==> src/rtl/mux_arb_pkg.sv <==
// Shared encodings for the 2:1 mux round-robin arbiter: FSM states and mux select values.
package mux_arb_pkg;

  typedef enum logic [1:0] {
    IDLE  = 2'd0,
    GNT_A = 2'd1,
    GNT_B = 2'd2,
    TURN  = 2'd3
  } arb_state_e;

  localparam logic SEL_A = 1'b0;
  localparam logic SEL_B = 1'b1;

endpackage

==> src/rtl/hold_counter.sv <==
// Saturating up-counter with synchronous clear; counts consecutive granted cycles.
module hold_counter #(
  parameter int CNT_W = 8,
  parameter int LIMIT = 4
) (
  input  logic             clk,
  input  logic             rst_n,
  input  logic             clr,
  input  logic             inc,
  output logic [CNT_W-1:0] cnt
);

  localparam logic [CNT_W-1:0] CNT_LIMIT = CNT_W'(LIMIT);

  // NOTE: sequential state uses non-blocking assignments so every flop samples pre-edge values.
  always_ff @(posedge clk or negedge rst_n) begin
    if (!rst_n) begin
      cnt <= '0;
    end else if (clr) begin
      cnt <= '0;
    end else if (inc && (cnt != CNT_LIMIT)) begin
      cnt <= cnt + CNT_W'(1);
    end
  end

endmodule

==> src/rtl/mux2_rr_arbiter.sv <==
// Round-robin arbiter driving the select of a shared 2:1 mux, with bounded hold
// time and a one-cycle grant-free turnaround between owners.
module mux2_rr_arbiter
  import mux_arb_pkg::*;
#(
  parameter int MAX_HOLD = 4,
  parameter int CNT_W    = 8
) (
  input  logic             clk,
  input  logic             rst_n,
  input  logic             req_a,
  input  logic             req_b,
  output logic             gnt_a,
  output logic             gnt_b,
  output logic             sel,
  output logic             busy,
  output logic [CNT_W-1:0] switch_cnt
);

  localparam logic [CNT_W-1:0] HOLD_LAST = CNT_W'(MAX_HOLD - 1);

  arb_state_e       state_q, state_d;
  logic             target_q, target_d;
  logic             last_q, last_d;
  logic             sel_d;
  logic             hold_clr, hold_inc;
  logic [CNT_W-1:0] hold_cnt;

  // Owner has used its share once the MAX_HOLD-th cycle is reached (or exceeded via saturation).
  logic hold_spent;
  assign hold_spent = (hold_cnt >= HOLD_LAST);

  // NOTE: every always_comb output gets a default first, so no path can infer a latch.
  always_comb begin
    state_d  = state_q;
    target_d = target_q;
    case (state_q)
      IDLE: begin
        if (req_a && (!req_b || last_q == SEL_B)) state_d = GNT_A;
        else if (req_b)                           state_d = GNT_B;
      end
      GNT_A: begin
        if (req_b && (!req_a || hold_spent)) begin
          state_d  = TURN;
          target_d = SEL_B;
        end else if (!req_a) begin
          state_d = IDLE;
        end
      end
      GNT_B: begin
        if (req_a && (!req_b || hold_spent)) begin
          state_d  = TURN;
          target_d = SEL_A;
        end else if (!req_b) begin
          state_d = IDLE;
        end
      end
      TURN: begin
        // Target may have withdrawn during the turnaround; fall back to the other side directly.
        if (target_q == SEL_A) begin
          if (req_a)      state_d = GNT_A;
          else if (req_b) state_d = GNT_B;
          else            state_d = IDLE;
        end else begin
          if (req_b)      state_d = GNT_B;
          else if (req_a) state_d = GNT_A;
          else            state_d = IDLE;
        end
      end
      default: state_d = IDLE;
    endcase
  end

  always_comb begin
    sel_d  = sel;
    last_d = last_q;
    case (state_d)
      GNT_A: begin
        sel_d  = SEL_A;
        last_d = SEL_A;
      end
      GNT_B: begin
        sel_d  = SEL_B;
        last_d = SEL_B;
      end
      TURN:    sel_d = target_d;
      default: sel_d = sel;
    endcase
  end

  assign hold_clr = (state_d != state_q);
  assign hold_inc = (state_q == GNT_A || state_q == GNT_B) && !hold_clr;

  hold_counter #(
    .CNT_W (CNT_W),
    .LIMIT (MAX_HOLD)
  ) u_hold_counter (
    .clk   (clk),
    .rst_n (rst_n),
    .clr   (hold_clr),
    .inc   (hold_inc),
    .cnt   (hold_cnt)
  );

  always_ff @(posedge clk or negedge rst_n) begin
    if (!rst_n) begin
      state_q    <= IDLE;
      target_q   <= SEL_A;
      last_q     <= SEL_B;
      sel        <= SEL_A;
      gnt_a      <= 1'b0;
      gnt_b      <= 1'b0;
      busy       <= 1'b0;
      switch_cnt <= '0;
    end else begin
      state_q  <= state_d;
      target_q <= target_d;
      last_q   <= last_d;
      sel      <= sel_d;
      gnt_a    <= (state_d == GNT_A);
      gnt_b    <= (state_d == GNT_B);
      busy     <= (state_d != IDLE);
      if (state_q == TURN) switch_cnt <= switch_cnt + CNT_W'(1);
    end
  end

endmodule
==> config.mk <==
export PLATFORM = sky130hd
export DESIGN_NAME = mux2_rr_arbiter
export DESIGN_NICKNAME = d
export VERILOG_FILES = /design/src/rtl/mux_arb_pkg.sv /design/src/rtl/hold_counter.sv /design/src/rtl/mux2_rr_arbiter.sv
export SDC_FILE = /design/constraint.sdc
export NUM_CORES = 1
export LEC_CHECK = 0
export ABC_CLOCK_PERIOD_IN_PS = 4300
export CELL_PAD_IN_SITES_DETAIL_PLACEMENT = 1
export CELL_PAD_IN_SITES_GLOBAL_PLACEMENT = 2
export CORE_MARGIN = 2
export CORE_UTILIZATION = 38
export CTS_CLUSTER_DIAMETER = 50
export DETAILED_ROUTE_END_ITERATION = 8
export GPL_TIMING_DRIVEN = 0
export HOLD_SLACK_MARGIN = 0.05
export PLACE_DENSITY_LB_ADDON = 0.1
export SYNTH_ARGS = -nofsm -noshare
export SYNTH_HDL_FRONTEND = slang
export SYNTH_HIERARCHICAL = 1
export SYNTH_SLANG_ARGS = --single-unit
==> constraint.sdc <==
create_clock -name clk -period 4.3 [get_ports clk]
set_clock_uncertainty 0.15 [all_clocks]
set_input_delay 1.075 -clock clk [delete_from_list [all_inputs] [get_ports clk]]
set_output_delay 1.075 -clock clk [all_outputs]
set_load 0.03 [all_outputs]
==> impl_metrics.sql <==
INSERT INTO impl_metrics (metric_group, metric, value, unit) VALUES
('power_and_ir_drop', 'ir_worst_vdd', '328', 'uV'),
('floorplan', 'dieArea', '4390', 'sq um'),
('final_layout', 'layout.nets', '176', ''),
('yosys', 'synth_async_sr_flop_share', '100', '%'),
('detailed_routing', '1st_pass_router_iterations', '4', ''),
('detailed_routing', 'routed_wirelength', '3200', 'um'),
('worst_setup_path', 'path_cells', 'clkdlybuf4s50_1, buf_2, nand3_1, o21ai_0, or4_4, a21oi_1, o2111a_1, nand4_1, nor3_1, mux2_2', ''),
('final_layout', 'antennaDiodeCount', '0', ''),
('sta', 'final.setup.tns', '0', 'ns'),
('worst_setup_path', 'cp_num_buf_inv', '2', ''),
('detailed_routing', 'route.detailed.drc', '0', ''),
('final_layout', 'seqCellArea', '602', 'sq um'),
('grt', 'pin_count_of_the_biggest_net_entering_global_routing', '25', ''),
('cts', 'numClockSinks', '24', ''),
('worst_setup_path', 'critPathSlowestCell', 'sky130_fd_sc_hd__or4_4', ''),
('yosys', 'ys_ff_latch', '24', ''),
('cts', 'cts.hold.buffers_added', '0', ''),
('detailed_routing', 'dr.first_iter.drc_count', '43', ''),
('floorplan', 'die_width', '66.2', 'um'),
('sta', 'slew_viol_final', '0', ''),
('worst_setup_path', 'cpLargestDelayFamily', 'simple AND/OR/NAND/NOR gates', ''),
('power_and_ir_drop', 'seq_power_share', '30.1', '%'),
('sta', 'achievable-frequency', '263', 'MHz'),
('power_and_ir_drop', 'netSwitchingFraction', '42.7', '%'),
('power_and_ir_drop', 'cellLeakagePower', '0.742', 'nW'),
('floorplan', 'initial_core_util', '39.9', '%'),
('final_layout', 'most_common_library_cell_in_the_layout_ignoring_fill_and_taps', 'sky130_fd_sc_hd__dfrtp_1', ''),
('yosys', 'yosysWarnings', '6', ''),
('placement', 'port_buffers', '14', ''),
('yosys', 'synth_sequential_area_ratio', '40.9', '%'),
('worst_setup_path', 'criticalPathCategory', 'input pin to flip-flop', ''),
('yosys', 'syn_inst', '146', ''),
('power_and_ir_drop', 'cellPowerDensity', '711', 'nW/um^2'),
('sta', 'timing.slew.headroom', '27.1', '%'),
('cts', 'ctsResizeCount', '0', ''),
('yosys', 'synth_cell_types', '49', ''),
('grt', 'globalRouteOverflowTotal', '0', ''),
('sta', 'grt_setup_unrepaired', 'no', ''),
('worst_setup_path', 'critPathArrivalTime', '3.81', 'ns'),
('run_status', 'run_status', 'finished clean', ''),
('worst_setup_path', 'critical_path_fanout_max', '10', ''),
('floorplan', 'chipHeight', '66.2', 'um'),
('grt', 'global_route_wire_length_before_repair', '5530', 'um'),
('grt', 'gr-usage-all-layers', '16.6', '%'),
('final_layout', 'synth_to_final_area_change', '18.5', '%'),
('sta', 'finalCriticalPeriod', '3.80', 'ns'),
('min_path', 'min_path_type', 'flip-flop to flip-flop', ''),
('placement', 'dp_hpwl', '2460', 'um'),
('yosys', 'yosys_most_used_dff', 'sky130_fd_sc_hd__dfrtp_1', ''),
('placement', 'gp_congestion', '0.801', ''),
('final_layout', 'mostFrequentLayoutCells', '23 x sky130_fd_sc_hd__dfrtp_1, 14 x sky130_fd_sc_hd__clkdlybuf4s50_1, 13 x sky130_fd_sc_hd__nand2_1', ''),
('sta', 'hold_viol', '0', ''),
('detailed_routing', 'detailroute.via_count', '1138', ''),
('sta', 'layout_worst_path_cycle_share', '88.4', '%'),
('cts', 'cts-htree-levels', '1', ''),
('sta', 'worst_pin_slew', '1.09', 'ns'),
('final_layout', 'final_layout_size_suffix_gt1_share', '15.9', '%'),
('grt', 'vias_in_the_first_global_route', '1193', ''),
('run', 'max_cap_viols', '0', ''),
('sta', 'fin_hold_ws', '0.330', 'ns'),
('placement', 'place_inst', '208', ''),
('sta', 'setup_violations', '0', ''),
('cts', 'clock_transition_at_the_register_clock_pins_on_the_worst_setup_and_hold_paths_after_cts', '0.08', 'ns'),
('yosys', 'syn_avg_cell_area', '10.1', 'sq um'),
('cts', 'tritoncts.num_buffers', '3', ''),
('worst_setup_path', 'cpPeakStageDelay', '0.54', 'ns'),
('grt', 'grt_antenna_before_repair', '0', ''),
('worst_setup_path', 'critPathRequiredTime', '4.31', 'ns'),
('floorplan', 'coreArea', '3690', 'sq um'),
('worst_setup_path', 'worstSetupEndpointType', 'flip-flop', ''),
('power_and_ir_drop', 'combinational_share_of_power', '54.1', '%');
[path summary, 6_finish.rpt]
check	startpoint	to	slack, ns	cells after the start
min in group asynchronous	rst_n	u_hold_counter/cnt[3]$_DFFE_PN0P_	1.24	1
setup reg to reg	state_q[0]$_DFF_PN0_	u_hold_counter/cnt[7]$_DFFE_PN0P_	0.99	10
hold reg to reg	switch_cnt[7]$_DFFE_PN0N_	switch_cnt[7]$_DFFE_PN0N_	0.33	1
hold / removal	switch_cnt[7]$_DFFE_PN0N_	switch_cnt[7]$_DFFE_PN0N_	0.33	1
max in group asynchronous	rst_n	gnt_b$_DFF_PN0_	2.10	1
setup / recovery	req_b	u_hold_counter/cnt[7]$_DFFE_PN0P_	0.50	10
[worst register-to-register path, stage by stage (launching register included)]
cell	delay, ns
sky130_fd_sc_hd__dfrtp_1	0.50
sky130_fd_sc_hd__inv_1	0.10
sky130_fd_sc_hd__ha_1	0.30
sky130_fd_sc_hd__nor2_1	0.12
sky130_fd_sc_hd__o21ai_0	0.11
sky130_fd_sc_hd__or4_4	0.54
sky130_fd_sc_hd__a21oi_1	0.20
sky130_fd_sc_hd__o2111a_1	0.36
sky130_fd_sc_hd__nand4_1	0.18
sky130_fd_sc_hd__nor3_1	0.28
sky130_fd_sc_hd__mux2_2	0.36
[cell families (layout without fill, tap and decap cells)]
| family | count (synthesis) | count (layout) | share of synthesized area [%] |
|---|---|---|---|
| mux | 5 | 5 | 3.91 |
| simple gates | 56 | 56 | 21.9 |
| xor+xnor | 8 | 8 | 4.76 |
| flops | 24 | 24 | 40.9 |
| fa+ha+maj | 8 | 8 | 6.72 |
| compound gates | 31 | 31 | 17.0 |
| buf+inv | 14 | 32 | 4.76 |
[flip-flops by register name, indices dropped and copies added (netlist names)]
name and flops:
sel 1, target_q 1, busy 1, state_q 2, gnt_b 1, last_q 1, switch_cnt 8, gnt_a 1
u_hold_counter/cnt 8
[synthesized netlist by cell type (4+ instances only)]
cell                        n  area share (%)
sky130_fd_sc_hd__a21oi_1    6             2.0
sky130_fd_sc_hd__dfrtp_1   23              39
sky130_fd_sc_hd__ha_1       7             6.0
sky130_fd_sc_hd__inv_1      9             2.3
sky130_fd_sc_hd__nand2_1   13             3.3
sky130_fd_sc_hd__nand2b_1   4             1.7
sky130_fd_sc_hd__nand3_1    8             2.7
sky130_fd_sc_hd__nand4_1    6             2.6
sky130_fd_sc_hd__nor2_1    11             2.8
sky130_fd_sc_hd__o21ai_0    7             2.4
sky130_fd_sc_hd__xnor2_1    4             2.4
sky130_fd_sc_hd__xor2_1     4             2.4
[per-layer routing]
layer / wire, um / up-vias / share of wire (%) / global-route usage (%)
li1: - / 555 / - / -
met1: 1460 / 570 / 45 / 21.5
met2: 1650 / 11 / 51 / 28.7
met3: 83 / 2 / 2.6 / 3.24
met4: 13 / 0 / 0.41 / 3.06
met5: 0 / - / 0 / 0
[area by class of cell]
type | instances | share of cell area [%]
Buffer | 5 | 2.08
Clock buffer | 3 | 2.37
Clock inverter | 1 | 1.72
Inverter | 9 | 1.94
Multi-Input combinational cell | 108 | 45.9
Sequential cell | 24 | 34.5
Tap cell | 48 | 3.45
Timing Repair Buffer | 14 | 8.04
[power by group through the flow]
stage               combinational (mW)  sequential (mW)  clock (mW)
floorplan                        0.407            0.443           0
global placement                 0.657            0.375           0
detailed placement               0.675            0.380           0
CTS                              0.681            0.375       0.203
global route                     0.747            0.387       0.214
finish                           0.671            0.373       0.196
[metrics by stage]
stage,area [sq um],setup slack [ns],total power [mW],util (%)
after floorplan,1470,0.966,0.850,-
after global placement,1670,0.264,1.03,45.3
after detailed placement,1670,0.230,1.06,45.3
after CTS,1740,0.498,1.26,47.3
after global routing,1740,0.306,1.35,47.3
final,1740,0.498,1.24,47.3
Power figures use the tool's default switching activity.
